===== src/rtl/cpu_pkg.sv =====
// cpu_pkg: shared ID/EX control bundle, opcode constants and bubble value.
package cpu_pkg;
   // ALU_Op: 00 add, 01 sub/branch, 10 R-type, 11 immediate ALU
   localparam logic [1:0] ALU_ADD = 2'b00;
   localparam logic [1:0] ALU_SUB = 2'b01;
   localparam logic [1:0] ALU_R   = 2'b10;
   localparam logic [1:0] ALU_IMM = 2'b11;
   localparam logic [6:0] OPC_R      = 7'b0110011;
   localparam logic [6:0] OPC_OP_IMM = 7'b0010011;
   localparam logic [6:0] OPC_LW     = 7'b0000011;
   localparam logic [6:0] OPC_SW     = 7'b0100011;
   localparam logic [6:0] OPC_BRANCH = 7'b1100011;
   typedef struct packed {
      logic [1:0] EX_alu_op;
      logic       EX_alu_src;
      logic       M_mem_read;
      logic       M_mem_write;
      logic       M_branch;
      logic       WB_reg_write;
      logic       WB_mem_to_reg;
   } id_ex_control_t;
   localparam id_ex_control_t CTRL_BUBBLE = '0;
endpackage


===== src/rtl/id_decode.sv =====
// id_decode: combinational opcode decode into the EX control bundle plus
// operand-usage and illegal flags.
module id_decode
   import cpu_pkg::*;
(
   input  logic [6:0]     opcode,
   output id_ex_control_t ctrl,
   output logic           illegal,
   output logic           rs1_used,
   output logic           rs2_used
);
   always_comb begin
      ctrl = CTRL_BUBBLE;
      illegal = 1'b0;
      case (opcode)
         OPC_R: begin
            ctrl.EX_alu_op = ALU_R;
            ctrl.WB_reg_write = 1'b1;
         end
         OPC_OP_IMM: begin
            ctrl.EX_alu_op = ALU_IMM;
            ctrl.EX_alu_src = 1'b1;
            ctrl.WB_reg_write = 1'b1;
         end
         OPC_LW: begin
            ctrl.EX_alu_op = ALU_ADD;
            ctrl.EX_alu_src = 1'b1;
            ctrl.M_mem_read = 1'b1;
            ctrl.WB_reg_write = 1'b1;
            ctrl.WB_mem_to_reg = 1'b1;
         end
         OPC_SW: begin
            ctrl.EX_alu_op = ALU_ADD;
            ctrl.EX_alu_src = 1'b1;
            ctrl.M_mem_write = 1'b1;
         end
         OPC_BRANCH: begin
            ctrl.EX_alu_op = ALU_SUB;
            ctrl.M_branch = 1'b1;
         end
         default: illegal = 1'b1;
      endcase
   end
   assign rs1_used = ~illegal;
   assign rs2_used = (opcode == OPC_R) | (opcode == OPC_SW) | (opcode == OPC_BRANCH);
endmodule


===== src/rtl/id_ctrl_stage.sv =====
// id_ctrl_stage: ID-stage control with load-use hazard detection, the ID/EX
// pipeline register and saturating stall / illegal-instruction counters.
module id_ctrl_stage
   import cpu_pkg::*;
#(
   parameter int XLEN   = 32,
   parameter int REG_AW = 5,
   parameter int CNT_W  = 16
) (
   input  logic              clk,
   input  logic              rst_n,
   input  logic [XLEN-1:0]   id_instr,
   input  logic              id_valid,
   input  logic              flush,
   output id_ex_control_t    ex_ctrl,
   output logic [REG_AW-1:0] ex_rd,
   output logic [REG_AW-1:0] ex_rs1,
   output logic [REG_AW-1:0] ex_rs2,
   output logic [2:0]        ex_funct3,
   output logic              ex_funct7_b5,
   output logic              ex_valid,
   output logic              stall,
   output logic              illegal,
   output logic [CNT_W-1:0]  stall_cnt,
   output logic [CNT_W-1:0]  illegal_cnt
);
   id_ex_control_t    dec_ctrl, ctrl_d, ctrl_q;
   logic              dec_illegal, rs1_used, rs2_used, load;
   logic [REG_AW-1:0] rd, rs1, rs2, rd_d, rs1_d, rs2_d, rd_q, rs1_q, rs2_q;
   logic [2:0]        f3_d, f3_q;
   logic              f7_d, f7_q, valid_d, valid_q, ill_d, ill_q;
   logic [CNT_W-1:0]  scnt_d, scnt_q, icnt_d, icnt_q;
   logic              unused_instr_bits;
   assign unused_instr_bits = ^{id_instr[XLEN-1:31], id_instr[29:25]};
   id_decode u_dec (
      .opcode   (id_instr[6:0]),
      .ctrl     (dec_ctrl),
      .illegal  (dec_illegal),
      .rs1_used (rs1_used),
      .rs2_used (rs2_used)
   );
   assign rd  = REG_AW'(id_instr[11:7]);
   assign rs1 = REG_AW'(id_instr[19:15]);
   assign rs2 = REG_AW'(id_instr[24:20]);
   assign stall = id_valid & valid_q & ctrl_q.M_mem_read & (rd_q != '0) &
                  ((rs1_used & (rd_q == rs1)) | (rs2_used & (rd_q == rs2))) & ~flush;
   assign load = id_valid & ~flush & ~stall;
   // Anything that does not write a register carries rd=0 so it can never fake a hazard.
   always_comb begin
      valid_d = load;
      ctrl_d  = load ? dec_ctrl : CTRL_BUBBLE;
      ill_d   = load & dec_illegal;
      rd_d    = load && dec_ctrl.WB_reg_write ? rd : '0;
      rs1_d   = load ? rs1 : '0;
      rs2_d   = load ? rs2 : '0;
      f3_d    = load ? id_instr[14:12] : 3'b0;
      f7_d    = load & id_instr[30];
      scnt_d  = scnt_q + CNT_W'(stall & ~&scnt_q);
      icnt_d  = icnt_q + CNT_W'(ill_d & ~&icnt_q);
   end
   always_ff @(posedge clk or negedge rst_n) begin
      if (!rst_n) begin
         valid_q <= 1'b0;
         ctrl_q  <= CTRL_BUBBLE;
         ill_q   <= 1'b0;
         rd_q    <= '0;
         rs1_q   <= '0;
         rs2_q   <= '0;
         f3_q    <= 3'b0;
         f7_q    <= 1'b0;
         scnt_q  <= '0;
         icnt_q  <= '0;
      end else begin
         valid_q <= valid_d;
         ctrl_q  <= ctrl_d;
         ill_q   <= ill_d;
         rd_q    <= rd_d;
         rs1_q   <= rs1_d;
         rs2_q   <= rs2_d;
         f3_q    <= f3_d;
         f7_q    <= f7_d;
         scnt_q  <= scnt_d;
         icnt_q  <= icnt_d;
      end
   end
   assign ex_ctrl      = ctrl_q;
   assign ex_rd        = rd_q;
   assign ex_rs1       = rs1_q;
   assign ex_rs2       = rs2_q;
   assign ex_funct3    = f3_q;
   assign ex_funct7_b5 = f7_q;
   assign ex_valid     = valid_q;
   assign illegal      = ill_q;
   assign stall_cnt    = scnt_q;
   assign illegal_cnt  = icnt_q;
endmodule

===== config.mk =====
export PLATFORM = sky130hd
export DESIGN_NAME = id_ctrl_stage
export DESIGN_NICKNAME = d
export VERILOG_FILES = /design/src/rtl/cpu_pkg.sv /design/src/rtl/id_decode.sv /design/src/rtl/id_ctrl_stage.sv
export SDC_FILE = /design/constraint.sdc
export NUM_CORES = 1
export LEC_CHECK = 0
export BUFFER_PORTS_ARGS = -buffer_cell sky130_fd_sc_hd__buf_4
export CORE_ASPECT_RATIO = 0.7
export CORE_MARGIN = 4
export CORE_UTILIZATION = 44
export DETAILED_ROUTE_END_ITERATION = 6
export GPL_TIMING_DRIVEN = 0
export PLACE_DENSITY = 0.84
export SLEW_MARGIN = 20
export SYNTH_ARGS = -nofsm -noshare
export SYNTH_HDL_FRONTEND = slang
export SYNTH_HIERARCHICAL = 1
export SYNTH_SLANG_ARGS = --single-unit

===== constraint.sdc =====
create_clock -name clk -period 2.45 [get_ports clk]
set_input_delay 0.49 -clock clk [delete_from_list [all_inputs] [get_ports clk]]
set_output_delay 0.49 -clock clk [all_outputs]
set_load 0.01 [all_outputs]

==> key figures <==
STA
  – Final Critical Period: 2453 ps
  – Final period util: 1.001
  – Slew headroom: 0.5002
  – Final WS setup: -3.304 ps
  – Fin. max-slew vios: 0
  – RSZ-0062 raised after global routing: yes
  – Fmax: 0.4076 GHz
  – Fin. Hold Viols: 0
  – Worst Max-Slew Pin Slew: 749.8 ps
  – Finish-stage setup viols: 1
  – Final Skew: 7.280 ps
  – Worst hold slack: 222.9 ps

CTS
  – CTS Buf Count: 9
  – Worst-Skew Late Latency: 320 ps
  – Max clock buf depth: 2
  – H-tree lvl count: 3
  – CTS Hold Buffers Added: 0
  – CTS Root Cell: clkbuf_8
  – Clock-pin slew on the worst setup and hold paths: 60 ps
  – CTS tree: built
  – Clk sinks: 61

Finish
  – Final instance area: 3871 um2
  – Final Core Density: 0.6693
  – # diodes: 0
  – Nets: 380
  – Share of cells above drive strength 1: 0.4723
  – Fillers: 464
  – Area growth syn-to-layout: 45.74%

Logic synthesis
  – Distinct cell type count after synthesis: 41
  – Synth area leaders: dfrtp_1, xnor2_1, and3_1, nand3_1, xor2_1
  – Ys async rst share: 1.000
  – Cells after synthesis: 225
  – Cell Area, Synth: 2656 um2
  – Yosys warning total: 6
  – Top cell type by total area after synthesis: dfrtp_1
  – Syn avg cell area: 11.81 um2
  – Post-synth top area share: 0.5747
  – Top FF cell, synth: dfrtp_1
  – Syn Nets: 266
  – Synth top cells by count: dfrtp_1, and3_1, xnor2_1
  – Post-synth EDFFs: 0
  – Register area share after synthesis: 0.5747
  – Yosys reg bits: 61
  – Most common cell in the netlist: dfrtp_1

Die
  – Die height: 73.01 um
  – Initial Util: 0.4592
  – Die area: 7364 um2
  – Cell Rows: 23
  – I/O Pins: 98
  – Core box area: 5784 um2
  – Die Wd: 100.9 um

Route
  – Routed WL per cell: 15.80 um
  – Final ANT Viol Nets: 0
  – Via count: 2,121
  – DRT iter0 DRCs: 72
  – Number of vias per cell: 5.074
  – Pre-antenna DRT Iters: 4
  – DRT Wirelength: 6.605 mm
  – DRC viols: 0

Place
  – HPWL Detailed: 4.682 mm
  – DP Worst Slack: -615.0 ps
  – Dpl cell area: 3506 um2
  – I/O Buffers: 90
  – GP Congestion: 0.8198

Power and ir drop
  – PwrDens: 569.2 nW/um2
  – Total Power: 2203 uW
  – Lkg Pwr: 0.001979 uW
  – VDD IR max: 455.6 uV

Global routing
  – GRT Total Usage: 0.1890
  – Initial antenna violation count: 0
  – Vias in the first global route: 2,161
  – GRT overflow: 0
  – Global-route wire length before repair: 10.71 mm
  – Largest net degree at the start of global routing: 62

Setup path
  – Crit end category: output port
  – Critical path class: in -> out
  – WP data arrival: 1960 ps
  – CP Launch Type: primary input
  – CP Max Fanout: 5
  – Critical path required time: 1960 ps

Worst hold path
  – Worst Hold Class: in -> async

Run
  – # Max-Cap Violations: 0

Status
  – Failing checks: negative setup slack
  – Status: finished, violations left
-- timing repair --
| action | CTS | global route |
|---|---|---|
| setup buffers | 6 | 9 |
| resized for setup | 9 | 16 |
| hold endpoints to repair | 0 | 0 |
| pin swaps | 4 | 14 |
| endpoints found under the setup margin | 17 | 14 |
-- kinds of logic after synthesis --
logic type | synth area share
simple gates | 0.2308
buf+inv | 0.02119
xor+xnor | 0.1253
flops | 0.5747
fa+ha+maj | 0.02355
compound gates | 0.02450
-- metal layers --
| layer | up-vias | part of all wire | GRT usage | wire length [um] |
|---|---|---|---|---|
| li1 | 1010 | - | - | - |
| met1 | 1033 | 0.43 | 0.2471 | 2821 |
| met2 | 72 | 0.49 | 0.3034 | 3229 |
| met3 | 6 | 0.077 | 0.06590 | 506 |
| met4 | 0 | 0.0073 | 0.04634 | 48 |
| met5 | - | 0 | 0 | 0 |
-- final cells by class --
cell class / instances / area, um2 / share of cell area
plain buffers: 7 / 50.05 / 0.01293
clock buffers: 10 / 137.6 / 0.03555
clock inverters: 5 / 27.53 / 0.007111
inverters: 2 / 11.26 / 0.002909
multi-input cells: 153 / 1222 / 0.3158
flip-flops and latches: 61 / 1533 / 0.3959
well taps: 75 / 93.84 / 0.02424
repair buffers: 105 / 795.8 / 0.2056
-- flip-flops by register name (all words and copies together), names as in the netlist --
| name | count |
|---|---|
| ex_rs1 | 5 |
| ex_rs2 | 5 |
| ex_ctrl | 8 |
| illegal | 1 |
| ex_valid | 1 |
| ex_funct3 | 3 |
| ex_funct7_b5 | 1 |
| illegal_cnt | 16 |
| ex_rd | 5 |
| stall_cnt | 16 |
-- through the flow --
step | instances | setup TNS (ps)
6_report | 418 | -3.304
5_1_grt | 418 | -498.4
4_1_cts | 411 | 0
3_5_place_dp | 390 | -9552
3_3_place_gp | 390 | -6529
2_1_floorplan | 225 | -480.0
-- critical path, cell delays in order --
cell and delay (ps):
buf_4 110, nand4bb_4 270, a211oi_4 270, nand2_1 100
o22ai_2 140, nand2_2 90, buf_6 130, clkinvlp_4 120
buf_4 120, buf_4 110
-- worst paths after layout --
check / start / to / slack (ps) / cells after the start
max reg2reg: ex_rd[2] / illegal_cnt[15] / 50 / 13
max in group asynchronous: rst_n / ex_rd[2] / 1670 / 1
min in group clk: id_instr[14] / ex_funct3[2] / 390 / 2
min reg2reg: stall_cnt[10] / stall_cnt[10] / 490 / 1
max: id_instr[2] / stall / -3 / 10
min: rst_n / ex_rs2[4] / 220 / 1
-- power breakdown --
part           internal [uW]  switching [uW]  leakage (uW)
clock                    381             366     0.0000877
combinational            160             130       0.00107
sequential              1060             103      0.000825
total                   1600             599       0.00198
-- placed cells by master (no fill, tap or decap), types with 3 or more instances in the layout --
master,synthesis,routed
and3_1,30,28
dfrtp_2,0,5
nor2_1,11,10
nand3_1,18,14
nand4_1,4,4
clkbuf_8,0,11
nor3_2,2,3
xor2_1,8,8
xnor2_1,30,28
buf_4,1,104
nand3_2,1,3
nand2_1,13,12
buf_6,1,3
clkinv_2,0,4
dfrtp_1,61,56
(Power assumes the default switching activity.)
